[config.mk]
export PLATFORM = sky130hd
export DESIGN_NAME = lc3_mem_ctrl
export DESIGN_NICKNAME = d
export VERILOG_FILES = /design/src/rtl/lc3_mem_ctrl.sv
export SDC_FILE = /design/constraint.sdc
export NUM_CORES = 1
export LEC_CHECK = 0
export ABC_AREA = 1
export BUFFER_PORTS_ARGS = -buffer_cell sky130_fd_sc_hd__clkbuf_2
export CORE_MARGIN = 2
export CORE_UTILIZATION = 42
export CTS_BUF_LIST = sky130_fd_sc_hd__clkbuf_16
export CTS_CLUSTER_DIAMETER = 120
export DETAILED_ROUTE_END_ITERATION = 10
export PLACE_DENSITY = 0.77
export SLEW_MARGIN = 20
export SYNTH_ARGS = -nofsm -noshare
export SYNTH_HDL_FRONTEND = slang
export SYNTH_SLANG_ARGS = --single-unit
export TNS_END_PERCENT = 50
[constraint.sdc]
create_clock -name clk_i -period 1.25 [get_ports clk_i]
set_input_delay 0.25 -clock clk_i [delete_from_list [all_inputs] [get_ports clk_i]]
set_output_delay 0.25 -clock clk_i [all_outputs]
set_load 0.005 [all_outputs]
[src/rtl/lc3_mem_ctrl.sv]
`default_nettype none
// +----------------------------------------------------------------------------+
// | Module      : lc3_mem_ctrl                                                 |
// | Description : LC-3 memory-access initiator. Latches MAR/MDR/R.W on a      |
// |               MIO.EN request, runs the CS/WE handshake toward a           |
// |               synchronous RAM, captures read data into MDR_OUT and         |
// |               returns a one-cycle ready pulse R to the control FSM.        |
// |               Optional read timeout enabled by macro LC3_MEM_TIMEOUT_EN.   |
// | Revision    : 1.0 - initial release                                        |
// +----------------------------------------------------------------------------+
module lc3_mem_ctrl #(
  parameter int WR_CYCLES = 1,   // cycles CS/WE are held for a write (>=1)
  parameter int TIMEOUT   = 15   // max RD_WAIT cycles before abort (timeout build)
) (
  input  logic        clk_i,
  input  logic        rst_n_i,
  input  logic        mio_en_i,
  input  logic        r_w_i,
  input  logic [15:0] mar_i,
  input  logic [15:0] mdr_in_i,
  output logic [15:0] mdr_out_o,
  output logic        r_o,
  output logic        busy_o,
  output logic        err_o,
  output logic [15:0] ram_addr_o,
  output logic [15:0] ram_din_o,
  output logic        ram_cs_o,
  output logic        ram_we_o,
  input  logic [15:0] ram_dout_i,
  input  logic        ram_ready_i
);

  // Write-hold down-counter: loaded with WR_CYCLES-1, transaction ends at 0.
  localparam int c_WR_CNT_W = (WR_CYCLES > 1) ? $clog2(WR_CYCLES) : 1;
  localparam logic [c_WR_CNT_W-1:0] c_WR_LOAD = c_WR_CNT_W'(WR_CYCLES - 1);

  typedef enum logic [2:0] {
    ST_IDLE    = 3'd0,
    ST_WR      = 3'd1,
    ST_RD_REQ  = 3'd2,
    ST_RD_WAIT = 3'd3,
    ST_DONE    = 3'd4
  } state_t;

  state_t                  state_q;
  logic [15:0]             addr_q;
  logic [15:0]             wdata_q;
  logic [15:0]             mdr_q;
  logic [c_WR_CNT_W-1:0]   wr_cnt_q;
  logic                    cs_q;
  logic                    we_q;
  logic                    r_q;
  logic                    busy_q;

`ifdef LC3_MEM_TIMEOUT_EN
  // Counts completed RD_WAIT cycles; abort once TIMEOUT of them pass.
  localparam int c_TO_CNT_W = (TIMEOUT > 1) ? $clog2(TIMEOUT) : 1;
  localparam logic [c_TO_CNT_W-1:0] c_TO_LAST = c_TO_CNT_W'(TIMEOUT - 1);

  logic [c_TO_CNT_W-1:0]   to_cnt_q;
  logic                    err_q;

  assign err_o = err_q;
`else
  // TIMEOUT has no effect in this build; keep it referenced.
  logic w_unused_timeout;
  assign w_unused_timeout = (TIMEOUT == 0);
  assign err_o = 1'b0;
`endif

  // All RAM-side and FSM-side outputs come straight from registers.
  assign ram_addr_o = addr_q;
  assign ram_din_o  = wdata_q;
  assign ram_cs_o   = cs_q;
  assign ram_we_o   = we_q;
  assign mdr_out_o  = mdr_q;
  assign r_o        = r_q;
  assign busy_o     = busy_q;

  // Transaction FSM with registered outputs; async reset drops CS/WE at once.
  always_ff @(posedge clk_i or negedge rst_n_i) begin
    if (!rst_n_i) begin
      state_q  <= ST_IDLE;
      addr_q   <= 16'h0000;
      wdata_q  <= 16'h0000;
      mdr_q    <= 16'h0000;
      wr_cnt_q <= '0;
      cs_q     <= 1'b0;
      we_q     <= 1'b0;
      r_q      <= 1'b0;
      busy_q   <= 1'b0;
`ifdef LC3_MEM_TIMEOUT_EN
      to_cnt_q <= '0;
      err_q    <= 1'b0;
`endif
    end else begin
      // R is a single-cycle pulse; only the entry into DONE raises it.
      r_q <= 1'b0;

      case (state_q)
        ST_IDLE: begin
          if (mio_en_i) begin
            // Request operands are frozen here; later input changes are ignored.
            addr_q  <= mar_i;
            wdata_q <= mdr_in_i;
            busy_q  <= 1'b1;
            cs_q    <= 1'b1;
`ifdef LC3_MEM_TIMEOUT_EN
            err_q   <= 1'b0;
`endif
            if (r_w_i) begin
              we_q     <= 1'b1;
              wr_cnt_q <= c_WR_LOAD;
              state_q  <= ST_WR;
            end else begin
              we_q    <= 1'b0;
              state_q <= ST_RD_REQ;
            end
          end
        end

        ST_WR: begin
          // RAM_READY plays no part in a write; only the hold count matters.
          if (wr_cnt_q == '0) begin
            cs_q    <= 1'b0;
            we_q    <= 1'b0;
            r_q     <= 1'b1;
            state_q <= ST_DONE;
          end else begin
            wr_cnt_q <= wr_cnt_q - 1'b1;
          end
        end

        ST_RD_REQ: begin
          // Ready seen here may be left over from an earlier read: skip it.
`ifdef LC3_MEM_TIMEOUT_EN
          to_cnt_q <= '0;
`endif
          state_q <= ST_RD_WAIT;
        end

        ST_RD_WAIT: begin
          if (ram_ready_i) begin
            mdr_q   <= ram_dout_i;
            cs_q    <= 1'b0;
            r_q     <= 1'b1;
            state_q <= ST_DONE;
          end
`ifdef LC3_MEM_TIMEOUT_EN
          else if (to_cnt_q == c_TO_LAST) begin
            // Abort: report error and return a defined zero read value.
            mdr_q   <= 16'h0000;
            err_q   <= 1'b1;
            cs_q    <= 1'b0;
            r_q     <= 1'b1;
            state_q <= ST_DONE;
          end else begin
            to_cnt_q <= to_cnt_q + 1'b1;
          end
`endif
        end

        ST_DONE: begin
          // One cycle in IDLE is always spent before the next request is taken.
          busy_q  <= 1'b0;
          state_q <= ST_IDLE;
        end

        default: begin
          cs_q    <= 1'b0;
          we_q    <= 1'b0;
          busy_q  <= 1'b0;
          state_q <= ST_IDLE;
        end
      endcase
    end
  end

endmodule
`default_nettype wire
* Word-level counts from Yosys, hierarchy flattened
Cells that the tools add are included.
Storage, ports and cells: bits of input ports 53, word-level logic and storage cells 53, flip-flop bits (word level) 56, output and inout bits 53
Operators by class: equality and inequality tests 8, multiplexer cells 20, bitwise gates (word level) 3, add/sub/neg operators 1, reduce and logical (&&, ||, !) cells 12
Operators with widths (count):
- $pmux 3 s4 | 1
- $mux 1 | 10
- $mux 3 | 3
- $reduce_and 3->1 | 3
- $ne 2x2->1 const B | 4
- $eq 3x2->1 const B | 2
- $pmux 1 s2 | 3
- $reduce_and 2->1 | 3
- $reduce_or 3->1 | 2
- $pmux 1 s4 | 1
- $reduce_and 4->1 | 1
- $eq 3x1->1 const B | 1
- $eq 3x3->1 const B | 1
- $logic_not 3->1 | 1
- $not 1->1 | 3
- $pmux 1 s3 | 1
- $mux 2 | 1
- $reduce_bool 2->1 | 1
- $reduce_or 2->1 | 1
- $sub 1x1->1 const B | 1

* Logic depth before layout (Yosys ltp)
Gate-level depths: netlist (run 1).
depth in word-level cells 4, mapped depth 7, mapped depth without buffers 7

* Least setup slack after synthesis (run 1)
Ideal clock, no wire load.
path type reg-to-reg, start register state_q[1], end register addr_q[10], in the netlist ram_addr_o[10], required time 1120 ps, slack 73 ps, cell stages (with the launch flop) 8, arrival time 1047 ps, buffers on the path 3, period minus slack after synthesis 1177 ps, setup time 130 ps, cells stage by stage dfrtp_1 > buf_6 > nor2_4 > nand3_2 > buf_6 > buf_8 > nand2_1 > o21ai_0
Between the ends: word-level cells in the longest chain between the ends 2
RTL lines:
- start, declared | line 45 | state_t state_q;
- start signal, assigned | line 83 | state_q <= ST_IDLE;
- start signal, assigned | line 114 | state_q <= ST_WR;
- start signal, assigned | line 117 | state_q <= ST_RD_REQ;
- $logic_not 3->1 | line 100 | case (state_q)
- $reduce_and 2->1 (no line)
- end signal, assigned | line 104 | addr_q <= mar_i;
- end, declared | line 46 | logic [15:0] addr_q;
No other way between the ends. A chain may end at the register's enable or synchronous reset.

* Worst setup path after layout (run 1)
start register state_q[0], end register state_q[1]
Between the ends: word-level cells in the longest chain between the ends 3, elaborated cells between the ends (all ways) 9, those cells by class eq/ne (6); mux (1); reduce/logical (2)
RTL lines (line):
- $eq 3x1->1, or another cell as far along | 100
- $ne 2x2->1 (no line)
- $reduce_and 3->1 (no line)
Several ways; a longest one is shown, not always the timed one.

==> results of run 1 <==
## sequential cells by signal, summed over array words and instances, names as in the netlist
name and flops:
mdr_out_o 16, ram_addr_o 16, ram_din_o 16, state_q 3
busy_o 1, r_o 1, ram_cs_o 1, ram_we_o 1
## placed cells by master, fill, tap and decap left out, types with 2 or more instances in the layout
cell / instances
buf_12: 3
buf_6: 2
clkbuf_16: 5
clkbuf_2: 104
clkinv_1: 2
dfrtp_1: 54
inv_1: 51
inv_2: 2
nand2_1: 62
nand3_1: 2
nand3_2: 2
nor2_2: 2
nor3_1: 2
o211ai_1: 2
o21ai_0: 12
o21ai_1: 10
o21ai_2: 29
## metal layers
layer	global-route usage	up-vias
met1	0.191	842
li1	-	957
met5	0	-
met4	0.0448	0
met2	0.228	78
met3	0.0328	4
## critical path, cell delays in order, from the launching register on
cell	delay [ns]
dfrtp_1	0.43
nor2_4	0.14
buf_4	0.12
nand3b_1	0.15
nand2_1	0.12
o21ai_0	0.12
## cell type report
type                    instances  area (um2)  area share
flip-flops and latches         55        1380       0.442
multi-input cells             128         697       0.224
repair buffers                111         621       0.199
inverters                      52         195      0.0626
clock buffers                   5         125      0.0401
well taps                      72        90.1      0.0289
clock inverters                 3        11.3     0.00361
## what timing repair did
action                     CTS  global route
resized for setup            0             5
hold buffers                 1             0
setup endpoints to repair    0            19
hold endpoints to repair    55             0
## path summary, 6_finish.rpt
check	start	depth (start not counted)	end
max	state_q[0]	5	state_q[1]
min	ram_dout_i[14]	3	mdr_out_o[14]
max reg2reg	state_q[0]	5	state_q[1]
min reg2reg	ram_din_o[7]	2	ram_din_o[7]
max in group asynchronous	rst_n_i	3	state_q[2]
min in group asynchronous	rst_n_i	3	ram_din_o[0]
## per-stage QoR
step | TNS [ns] | instances | instance area, um2
after floorplan | 0 | 247 | 2390
after global placement | 0 | 417 | 2960
after detailed placement | 0 | 417 | 2960
after CTS | 0 | 426 | 3110
after global routing | -0.0369 | 426 | 3120
final | 0 | 426 | 3120
## kinds of logic after synthesis
group,after synthesis,synth area share
and+or+nand+nor,74,0.130
AOI/OAI and AO/OA,53,0.159
buffers and inverters,64,0.134
other,1,0.00157
DFF,55,0.576
## power by group
| group | switching [W] | leakage [nW] | internal, W |
|---|---|---|---|
| Sequential | 0.000474 | 0.687 | 0.00261 |
| Clock | 0.000547 | 0.0701 | 0.000721 |
| Combinational | 0.00146 | 1.07 | 0.00133 |
==> qor.csv, run 1 <==
stage;metric;value;unit
routing;Avg WL per Cell;10.4;um
global_route;first-pass GRT wire length;7.26;mm
sta;setup ws final;0.0316;ns
run;Max-Cap Viols;0;
synthesis;Mapped Cells;247;
placed_design;detailed placer's ending HPWL;3.35;mm
placed_design;gpl congestion;0.800;
floorplan;Die Height;79.4;um
cells_and_area;Final Util;0.566;
routing;DR iter-0 viols;46;
clocking;clock sinks;55;
synthesis;Avg Cell Area, Syn;9.68;um2
synthesis;ys async rst share;1.00;
synthesis;Seq cells post-synth;55;
routing;DRT Wirelength;4.41;mm
global_route;total congestion overflow;0;
synthesis;synth cell count leaders;nand2_1 (62), dfrtp_1 (55), inv_1 (50);
synthesis;synth warn;0;
synthesis;most frequent cell after synthesis;nand2_1;
placed_design;port bufs;104;
synthesis;post-synth top area share;0.576;
floorplan;Initial Utilization;0.434;
sta;Fin Hold WS;0.180;ns
power_and_ir_drop;VDD IR-drop max;1110;uV
critical_path;Worst Path Arrival;1.36;ns
cells_and_area;Final #Nets;406;
worst_hold_path;Hold Path Class;input pin to register;
clocking;clock-pin slew on the worst setup and hold paths;0.07;ns
sta;final setup vio count;0;
sta;Final Hold Vio Count;0;
cells_and_area;Layout fillers;505;
global_route;gr usage total;0.142;
cells_and_area;Synth-to-Final Area Change;30.4;%
sta;Clock Skew;0.00735;ns
sta;RSZ-0062 raised after global routing;true;
synthesis;mapped cell area;2390;um2
routing;Top Layer Used;met4;
cells_and_area;share of cells above drive strength 1;0.429;
sta;Final Max Slew Viols;0;
clocking;TritonCTS Buffers;5;
floorplan;Rows;27;
critical_path;CP max FO;4;
sta;Tcrit/Tclk final;0.975;
global_route;vias in the first global route;1717;
status;status;complete, no violations;
synthesis;Synth Net Count;300;
routing;DRC;0;
power_and_ir_drop;Power Density;2290;nW/um2
critical_path;Req. time, crit path;1.39;ns
routing;wl on met1;2.01;mm
critical_path;CP Launch Type;register;
routing;DRT antenna net count;0;
routing;router iterations before antenna repair;4;
floorplan;Core Footprint;5510;um2
global_route;largest net degree at the start of global routing;56;
critical_path;setup slack, reg-to-reg;0.03;ns
cells_and_area;Antenna diodes;0;
clocking;H-tree levels;2;
synthesis;post-synth top area cell;dfrtp_1;
power_and_ir_drop;P_leak;1.83;nW
floorplan;die width;79.4;um
floorplan;die area;6310;um2
global_route;antenna violations before repair;0;
floorplan;number of I/O pins;106;
synthesis;Unique masters post-synth;21;
sta;Max Clock Freq;0.821;GHz
clocking;root buf cell;clkbuf_16;
routing;DR vias/cell;4.42;
critical_path;Critical Path End Type;register;
synthesis;register area share after synthesis;0.576;
sta;fin crit period;1.22;ns
routing;DR WL met3;348;um
placed_design;Placement Setup Slack;0.0240;ns
synthesis;EDFF count, synth;0;
power_and_ir_drop;Tot Pwr;0.00714;W
routing;total number of vias;1881;
clocking;worst skew pair latency;0.28;ns
clocking;Post-CTS Setup Bufs;0;
routing;routed wl met2;2.01;mm
synthesis;Post-synth top flop;dfrtp_1;
clocking;clock buffer depth;2;
synthesis;top post-synthesis cells by area;dfrtp_1 (58%), o21ai_2 (11%), nand2_1 (9.7%);
critical_path;Setup Crit Path Kind;register to register;
clocking;CTS tree;built;
No activity file was read; power rests on OpenSTA's default activity.
==> run 2: changes to the inputs <==
--- a/config.mk
+++ b/config.mk
@@ -6,7 +6,7 @@
 export NUM_CORES = 1
 export LEC_CHECK = 0
 export ABC_AREA = 1
-export BUFFER_PORTS_ARGS = -buffer_cell sky130_fd_sc_hd__clkbuf_2
+export BUFFER_PORTS_ARGS = -buffer_cell sky130_fd_sc_hd__buf_2
 export CORE_MARGIN = 2
 export CORE_UTILIZATION = 42
 export CTS_BUF_LIST = sky130_fd_sc_hd__clkbuf_16
==> qor.csv, run 2 (synthesized netlist as in run 1, its figures left out) <==
stage;metric;value;unit
clocking;TritonCTS Buffers;5;
critical_path;Setup Crit Path Kind;register to register;
placed_design;Post-Place Cells;417;
floorplan;number of I/O pins;106;
global_route;gr usage total;0.155;
placed_design;detailed placer's ending HPWL;3.44;mm
sta;Max Clock Freq;0.842;GHz
routing;total number of vias;1901;
routing;DRT Wirelength;4.72;mm
critical_path;CP max FO;6;
cells_and_area;share of cells above drive strength 1;0.440;
global_route;first-pass GRT wire length;7.76;mm
sta;Final Max Slew Viols;0;
sta;Fin Hold WS;0.198;ns
cells_and_area;area of the multi-input gates;702;um2
sta;Tcrit/Tclk final;0.950;
routing;DRT antenna net count;0;
floorplan;Initial Utilization;0.434;
cells_and_area;most common cell after layout, fill and taps aside;buf_2;
power_and_ir_drop;P_leak;1.84;nW
floorplan;Core Footprint;5510;um2
cells_and_area;Layout Cells excl Fill;429;
run;Max-Cap Viols;0;
routing;DR vias/cell;4.43;
clocking;CTS tree;built;
routing;DR iter-0 viols;53;
sta;Final Hold Vio Count;0;
clocking;worst skew pair latency;0.28;ns
routing;router iterations before antenna repair;4;
clocking;root buf cell;clkbuf_16;
clocking;clock buffer depth;2;
placed_design;port bufs;104;
critical_path;CP Launch Type;register;
clocking;clock-pin slew on the worst setup and hold paths;0.06;ns
floorplan;die area;6310;um2
cells_and_area;commonest non-fill, non-tap cells in the layout;buf_2 (104), nand2_1 (62), dfrtp_1 (54), inv_1 (51), o21ai_2 (29);
power_and_ir_drop;Power Density;2310;nW/um2
placed_design;gpl congestion;0.801;
sta;Clock Skew;0.00581;ns
cells_and_area;Antenna diodes;0;
routing;DRC;0;
critical_path;Req. time, crit path;1.41;ns
sta;Post-Route Setup TNS;0;ns
critical_path;Critical Path End Type;register;
global_route;vias in the first global route;1736;
routing;Avg WL per Cell;11.0;um
worst_hold_path;Hold Path Class;input pin to register;
cells_and_area;Layout fillers;510;
status;status;complete, no violations;
global_route;total congestion overflow;0;
cells_and_area;Storage cell area;1380;um2
global_route;antenna violations before repair;0;
cells_and_area;Synth-to-Final Area Change;31.7;%
sta;fin crit period;1.19;ns
floorplan;Rows;27;
sta;final setup vio count;0;
floorplan;Die Height;79.4;um
sta;RSZ-0062 raised after global routing;false;
global_route;largest net degree at the start of global routing;56;
cells_and_area;Final #Nets;411;
floorplan;die width;79.4;um
critical_path;Worst Path Arrival;1.35;ns
clocking;clock sinks;55;
clocking;H-tree levels;2;
power_and_ir_drop;VDD IR-drop max;960;uV
## run 2: cell types whose count changed in the layout (fill, tap and decap cells not counted), sizes merged
cell / delta
clkbuf: -104
buf: +109
clkinv: -2
## run 2: stage by stage
stage               setup slack [ns]  power [W]  area [um2]  utilization
floorplan                     0.0729    0.00480        2390            -
global placement              0.0754    0.00579        2960        0.537
detailed placement            0.0154    0.00593        2960        0.537
CTS                          0.00105    0.00722        3100        0.563
global route                0.000121    0.00793        3150        0.572
finish                        0.0625    0.00726        3150        0.572
## run 2: final cells by class
type | count | area share
repair buffers | 116 | 0.208
inverters | 52 | 0.0620
clock buffers | 5 | 0.0397
clock inverters | 1 | 0.00119
flip-flops and latches | 55 | 0.438
well taps | 72 | 0.0286
multi-input cells | 128 | 0.223
## run 2: worst paths after layout
check	end	slack, ns	cells after the start	from
setup / recovery	state_q[1]	0.06	5	state_q[2]
hold / removal	mdr_out_o[14]	0.20	3	ram_dout_i[14]
setup reg to reg	state_q[1]	0.06	5	state_q[2]
hold reg to reg	ram_din_o[10]	0.48	2	ram_din_o[10]
max in group asynchronous	state_q[2]	0.47	3	rst_n_i
min in group asynchronous	ram_din_o[6]	0.52	3	rst_n_i
## run 2: report_power, final
group | internal [W] | switching [W] | total (W)
combinational | 0.00142 | 0.00151 | 0.00293
sequential | 0.00261 | 0.000474 | 0.00309
clock | 0.000712 | 0.000531 | 0.00124
total | 0.00474 | 0.00252 | 0.00726
## run 2: worst max-delay path, cell delays in order, from the launching register on
cell and delay [ns]:
dfrtp_2 0.46, inv_2 0.10, buf_4 0.12, nand3b_1 0.17
nand2_1 0.12, o21ai_0 0.09
## run 2: layer usage
layer	wire length, um	vias to the layer above	track usage
met5	0	-	0
li1	-	966	-
met4	71	0	0.0500
met3	331	7	0.0385
met1	2180	844	0.210
met2	2130	84	0.245
## run 2: timing repair
action                                 in CTS  in global routing
gates resized for setup                     1                  5
buffers inserted                            0                  5
setup endpoints to repair                   1                 46
hold buffers                                1                  0
endpoints found under the hold margin      55                  0
